File: src/rtl/noc_leaf_tx.sv
// noc_leaf_tx: clocked PE-side packet injector driving a four-phase
// bundled-data request/acknowledge channel into a leaf router.
`timescale 1ns/1ps
module noc_leaf_tx #(
  parameter int WIDTH_packet = 14,
  parameter int WIDTH_dest = 3,
  parameter int WIDTH_addr = 3,
  parameter logic [WIDTH_addr-1:0] ADDR = 3'b000,
  parameter int DEPTH = 4,
  parameter int SETUP_CYCLES = 1,
  parameter int WIDTH_payload = WIDTH_packet - WIDTH_dest - WIDTH_addr
) (
  input  logic                     clk,
  input  logic                     reset,
  input  logic                     in_valid,
  output logic                     in_ready,
  input  logic [WIDTH_dest-1:0]    in_dest,
  input  logic [WIDTH_payload-1:0] in_payload,
  output logic                     ch_req,
  input  logic                     ch_ack,
  output logic [WIDTH_packet-1:0]  ch_data,
  output logic                     busy,
  output logic [15:0]              sent_count
);

  localparam int AW = $clog2(DEPTH);
  localparam int CW = AW + 1;
  localparam int SW = $clog2(SETUP_CYCLES + 1);

  typedef enum logic [1:0] {
    S_IDLE,
    S_SETUP,
    S_REQ,
    S_REL
  } state_e;

  state_e                  state_q, state_d;
  logic [AW-1:0]           wr_ptr_q, wr_ptr_d;
  logic [AW-1:0]           rd_ptr_q, rd_ptr_d;
  logic [CW-1:0]           count_q, count_d;
  logic                    in_ready_q, in_ready_d;
  logic                    ch_req_q, ch_req_d;
  logic [WIDTH_packet-1:0] ch_data_q, ch_data_d;
  logic                    busy_q, busy_d;
  logic [15:0]             sent_count_q, sent_count_d;
  logic [SW-1:0]           setup_cnt_q, setup_cnt_d;
  logic                    ack_meta_q, ack_meta_d;
  logic                    ack_s_q, ack_s_d;
  logic                    push, pop;

  logic [WIDTH_packet-1:0] mem_q [DEPTH];

  always_ff @(posedge clk) begin
    if (push) mem_q[wr_ptr_q] <= {in_dest, ADDR, in_payload};
  end

  always_comb begin
    state_d      = state_q;
    wr_ptr_d     = wr_ptr_q;
    rd_ptr_d     = rd_ptr_q;
    count_d      = count_q;
    ch_req_d     = ch_req_q;
    ch_data_d    = ch_data_q;
    sent_count_d = sent_count_q;
    setup_cnt_d  = setup_cnt_q;
    ack_meta_d   = ch_ack;
    ack_s_d      = ack_meta_q;
    push         = in_valid && in_ready_q;
    pop          = 1'b0;

    unique case (state_q)
      S_IDLE: begin
        if (count_q != '0) begin
          pop         = 1'b1;
          ch_data_d   = mem_q[rd_ptr_q];
          setup_cnt_d = '0;
          state_d     = S_SETUP;
        end
      end
      S_SETUP: begin
        setup_cnt_d = setup_cnt_q + SW'(1);
        if (setup_cnt_d == SW'(SETUP_CYCLES)) begin
          ch_req_d = 1'b1;
          state_d  = S_REQ;
        end
      end
      S_REQ: begin
        if (ack_s_q) begin
          ch_req_d = 1'b0;
          state_d  = S_REL;
        end
      end
      S_REL: begin
        if (!ack_s_q) begin
          sent_count_d = sent_count_q + 16'd1;
          state_d      = S_IDLE;
        end
      end
    endcase

    if (push) wr_ptr_d = wr_ptr_q + AW'(1);
    if (pop) rd_ptr_d = rd_ptr_q + AW'(1);
    case ({push, pop})
      2'b10:   count_d = count_q + CW'(1);
      2'b01:   count_d = count_q - CW'(1);
      default: count_d = count_q;
    endcase

    // ready follows next-cycle occupancy, so a full FIFO never accepts
    in_ready_d = (count_d != CW'(DEPTH));
    busy_d     = (state_d != S_IDLE) || (count_d != '0);
  end

  always_ff @(posedge clk or posedge reset) begin
    if (reset) begin
      state_q      <= S_IDLE;
      wr_ptr_q     <= '0;
      rd_ptr_q     <= '0;
      count_q      <= '0;
      in_ready_q   <= 1'b1;
      ch_req_q     <= 1'b0;
      ch_data_q    <= '0;
      busy_q       <= 1'b0;
      sent_count_q <= '0;
      setup_cnt_q  <= '0;
      ack_meta_q   <= 1'b0;
      ack_s_q      <= 1'b0;
    end else begin
      state_q      <= state_d;
      wr_ptr_q     <= wr_ptr_d;
      rd_ptr_q     <= rd_ptr_d;
      count_q      <= count_d;
      in_ready_q   <= in_ready_d;
      ch_req_q     <= ch_req_d;
      ch_data_q    <= ch_data_d;
      busy_q       <= busy_d;
      sent_count_q <= sent_count_d;
      setup_cnt_q  <= setup_cnt_d;
      ack_meta_q   <= ack_meta_d;
      ack_s_q      <= ack_s_d;
    end
  end

  assign in_ready   = in_ready_q;
  assign ch_req     = ch_req_q;
  assign ch_data    = ch_data_q;
  assign busy       = busy_q;
  assign sent_count = sent_count_q;

endmodule

File: config.mk
export PLATFORM = sky130hd
export DESIGN_NAME = noc_leaf_tx
export DESIGN_NICKNAME = d
export VERILOG_FILES = /design/src/rtl/noc_leaf_tx.sv
export SDC_FILE = /design/constraint.sdc
export NUM_CORES = 1
export LEC_CHECK = 0
export CAP_MARGIN = 5
export CORE_UTILIZATION = 54
export CTS_BUF_LIST = sky130_fd_sc_hd__clkbuf_16
export DETAILED_ROUTE_END_ITERATION = 8
export PLACE_DENSITY = 0.85
export SLEW_MARGIN = 0
export SYNTH_ARGS = -nofsm -noshare
export SYNTH_HDL_FRONTEND = slang
export SYNTH_SLANG_ARGS = --single-unit
File: constraint.sdc
create_clock -name clk -period 2.7 [get_ports clk]
set_clock_uncertainty 0.15 [all_clocks]
set_input_delay 0.54 -clock clk [delete_from_list [all_inputs] [get_ports clk]]
set_output_delay 0.54 -clock clk [all_outputs]
set_load 0.01 [all_outputs]
==> metrics.csv <==
stage,metric,value,unit
run_status,status,completed,
yosys,async set-reset flop share out of synthesis,48.8,%
clocking,TritonCTS Sinks,86,
sta,Worst Max-Slew Pin Slew,701,ps
sta,Hold Worst Slack,204,ps
clocking,clock latency on the worst-skew pair,340,ps
power_and_ir_drop,P_leak,0.00167,uW
finish,antenna cell count,0,
yosys,number of warnings reported in the yosys synthesis log,0,
sta,minimum clock period after layout,2320,ps
detailed_routing,detail-routed via count per cell,5.48,
worst_setup_path,CP Max Fanout,5,
sta,final period utilization,85.9,%
clocking,clock tree from TritonCTS,yes,
run,number of max-cap violations,0,
worst_hold_path,hold path startpoint,ack_meta_q,
grt,via count of the first global-routing pass,1832,
yosys,area share of the largest cell type after synthesis,38.3,%
floorplanning,core area,0.00603,mm^2
placed_design,port bufs,44,
sta,worst slew slack as a fraction of its limit,53.2,%
yosys,most common library cells after synthesis,"sky130_fd_sc_hd__edfxtp_1, sky130_fd_sc_hd__dfrtp_1, sky130_fd_sc_hd__xnor2_1, sky130_fd_sc_hd__mux2_2, sky130_fd_sc_hd__nand2_1",
worst_setup_path,FF-to-FF Start,count_q[0],
worst_setup_path,CP required,2770,ps
worst_setup_path,kind of end point of the critical path,flop,
worst_setup_path,critical path capture point,busy,
worst_setup_path,Critical Path Source,count_q[0],
detailed_routing,Total Wirelength,5700,um
floorplanning,die width,81.9,um
grt,total global routing track utilization,19.4,%
worst_hold_path,hold crit path type,reg -> reg,
worst_setup_path,depth of the most critical reg-to-reg path,8,
clocking,hold-fix buffer count after cts,0,
yosys,Yosys cell types,29,
floorplanning,die span in y,81.9,um
clocking,CTS clock-pin slew for the worst setup and hold paths,60,ps
finish,area overhead of the layout relative to synthesis,23.8,%
clocking,clock root buffer,sky130_fd_sc_hd__clkbuf_16,
yosys,proportion of synthesized chip area in sequential cells,68.8,%
floorplanning,die area,0.00671,mm^2
sta,unrepaired setup endpoints after global routing,false,
yosys,summed instance area of the synthesized netlist,0.00345,mm^2
sta,final-report max-slew violation count,0,
grt,largest net degree at the start of global routing,43,
clocking,maximum number of buffers from clock root to sink,2,
yosys,most instantiated library cell after synthesis,sky130_fd_sc_hd__edfxtp_1,
sta,Fin Setup TNS,0,ps
worst_setup_path,startpoint class of the critical path,flop,
finish,fraction of layout instances using a drive strength above 1,16.2,%
placed_design,HPWL Detailed,3700,um
floorplanning,starting utilization of the core area,57.2,%
power_and_ir_drop,worst vdd ir,0.673,mV
yosys,Synth Flop Type,sky130_fd_sc_hd__edfxtp_1,
worst_setup_path,critical path class,reg -> reg,
worst_setup_path,Worst EP arrival,2380,ps
yosys,Seq cells post-synth,86,
grt,final global-route overflow total,0,
placed_design,Final Wtd Congestion,0.812,
sta,Setup Viol. Count Final,0,
yosys,number of synthesized flops with an enable pin,44,
clocking,Clock H-tree levels,3,
worst_setup_path,reg-to-reg setup timing slack,380,ps
clocking,clock buffer count from CTS,9,
clocking,post-CTS setup buffer count,0,
grt,global-route wire length before repair,9010,um
power_and_ir_drop,power density over cell area,1050,mW/mm^2
detailed_routing,drt first pass iters,4,
worst_setup_path,r2r endpoint,busy,
detailed_routing,Antenna Violating Nets Remaining,0,
finish,post-route standard cell area excluding fillers,0.00427,mm^2
floorplanning,number of placement rows,28,
clocking,cells resized by post-CTS repair,0,
sta,number of hold violations in the final report,0,
yosys,cell types occupying the most area after synthesis,"sky130_fd_sc_hd__edfxtp_1, sky130_fd_sc_hd__dfrtp_1, sky130_fd_sc_hd__mux4_1",
grt,number of antenna violations at the first check in global routing,0,
detailed_routing,via total after detailed routing,1862,
yosys,synthesized area per cell,16.7,um^2
yosys,largest area contributor in the netlist,sky130_fd_sc_hd__edfxtp_1,
sta,Max Clk Rate,0.431,GHz
detailed_routing,1st-iter DRT viols,70,
detailed_routing,post-DR wirelength/cell,16.8,um
placed_design,cell area after placement,0.00397,mm^2
floorplanning,total I/O pin count,48,
finish,final layout net count,282,
yosys,instance count of the mapped netlist,206,
detailed_routing,DRC,0,
[cell families (layout without fill, tap and decap cells)]
logic type,Yosys count,in the layout,share of synthesized area (%)
flip-flops,86,86,68.8
AND/OR/NAND/NOR,49,49,7.73
multiplexers,24,24,12.2
XOR/XNOR,21,21,5.33
buffers and inverters,12,69,1.96
adder cells (fa/ha/maj),7,7,2.76
AO/OA/AOI/OAI,6,6,1.09
other,1,3,0.109
[critical path, stage by stage, from the launching register on]
cell	delay, ps
sky130_fd_sc_hd__dfrtp_1	450
sky130_fd_sc_hd__nor3_1	320
sky130_fd_sc_hd__nor3_2	90
sky130_fd_sc_hd__ha_1	230
sky130_fd_sc_hd__fa_1	390
sky130_fd_sc_hd__xnor2_1	180
sky130_fd_sc_hd__nor2_1	70
sky130_fd_sc_hd__xor2_1	160
sky130_fd_sc_hd__nand3b_1	160
[power breakdown]
group	switching, uW	total, uW	internal [uW]
logic	503	1220	718
clock network	503	1220	717
registers	287	2030	1740
total	1290	4470	3170
[worst min-delay path by stage]
stage,slack (ps),to,cells past startpoint
after global placement,180,ack_s_q,0
final,200,ack_s_q,0
after CTS,210,ack_s_q,0
after global routing,220,ack_s_q,0
after floorplan,180,ack_s_q,0
after detailed placement,190,ack_s_q,0
[flip-flops by register name, summed over array words and instances (netlist names)]
signal,flops
busy,1
in_ready,1
sent_count,16
ack_s_q,1
ch_req,1
wr_ptr_q,2
setup_cnt_q,1
mem_q,44
state_q,2
rd_ptr_q,2
ch_data,11
count_q,3
ack_meta_q,1
[stage by stage]
| step | total power, uW | cells | setup WS, ps | util (%) |
|---|---|---|---|---|
| 2_1_floorplan | 2790 | 208 | 342 | - |
| 3_3_place_gp | 3210 | 324 | 138 | 65.8 |
| 3_5_place_dp | 3270 | 324 | 54.5 | 65.8 |
| 4_1_cts | 4510 | 340 | 379 | 70.8 |
| 5_1_grt | 4690 | 340 | 242 | 70.8 |
| 6_report | 4470 | 340 | 381 | 70.8 |
[routing by layer]
metal	vias up	global-route usage, %	routed length [um]
li1	861	-	-
met4	0	9.47	123
met2	42	32.1	2990
met1	947	23.8	2360
met5	-	0	0
met3	12	4.67	229
[cells in the final DEF, fill, tap and decap left out, types with 2 or more instances in the layout]
master	synthesis	final
sky130_fd_sc_hd__nor3_2	4	4
sky130_fd_sc_hd__clkinvlp_4	0	3
sky130_fd_sc_hd__ha_1	6	6
sky130_fd_sc_hd__nand2_1	13	13
sky130_fd_sc_hd__dfrtp_1	41	41
sky130_fd_sc_hd__conb_1	1	3
sky130_fd_sc_hd__xnor2_1	15	15
sky130_fd_sc_hd__xor2_1	6	6
sky130_fd_sc_hd__clkinv_4	0	2
sky130_fd_sc_hd__mux4_1	7	7
sky130_fd_sc_hd__mux2_2	13	13
sky130_fd_sc_hd__inv_1	6	6
sky130_fd_sc_hd__edfxtp_1	44	44
sky130_fd_sc_hd__buf_4	4	3
sky130_fd_sc_hd__a22o_1	2	2
sky130_fd_sc_hd__nor3_1	2	2
sky130_fd_sc_hd__clkdlybuf4s50_1	0	44
sky130_fd_sc_hd__and3_1	7	7
sky130_fd_sc_hd__nand3_1	5	5
sky130_fd_sc_hd__nand4_1	4	4
sky130_fd_sc_hd__clkbuf_16	0	9
sky130_fd_sc_hd__mux4_2	4	4
sky130_fd_sc_hd__nor2_1	9	9
sky130_fd_sc_hd__o21ai_0	4	4
[layout make-up]
cell class | instances | area (um^2)
Sequential cell | 86 | 2370
Clock inverter | 7 | 75.1
Multi-Input combinational cell | 110 | 1010
Timing Repair Buffer | 47 | 463
Clock buffer | 9 | 225
Tap cell | 75 | 93.8
Inverter | 6 | 22.5
Fill cell | 399 | 1760
No activity file was read; power rests on OpenSTA's default activity.
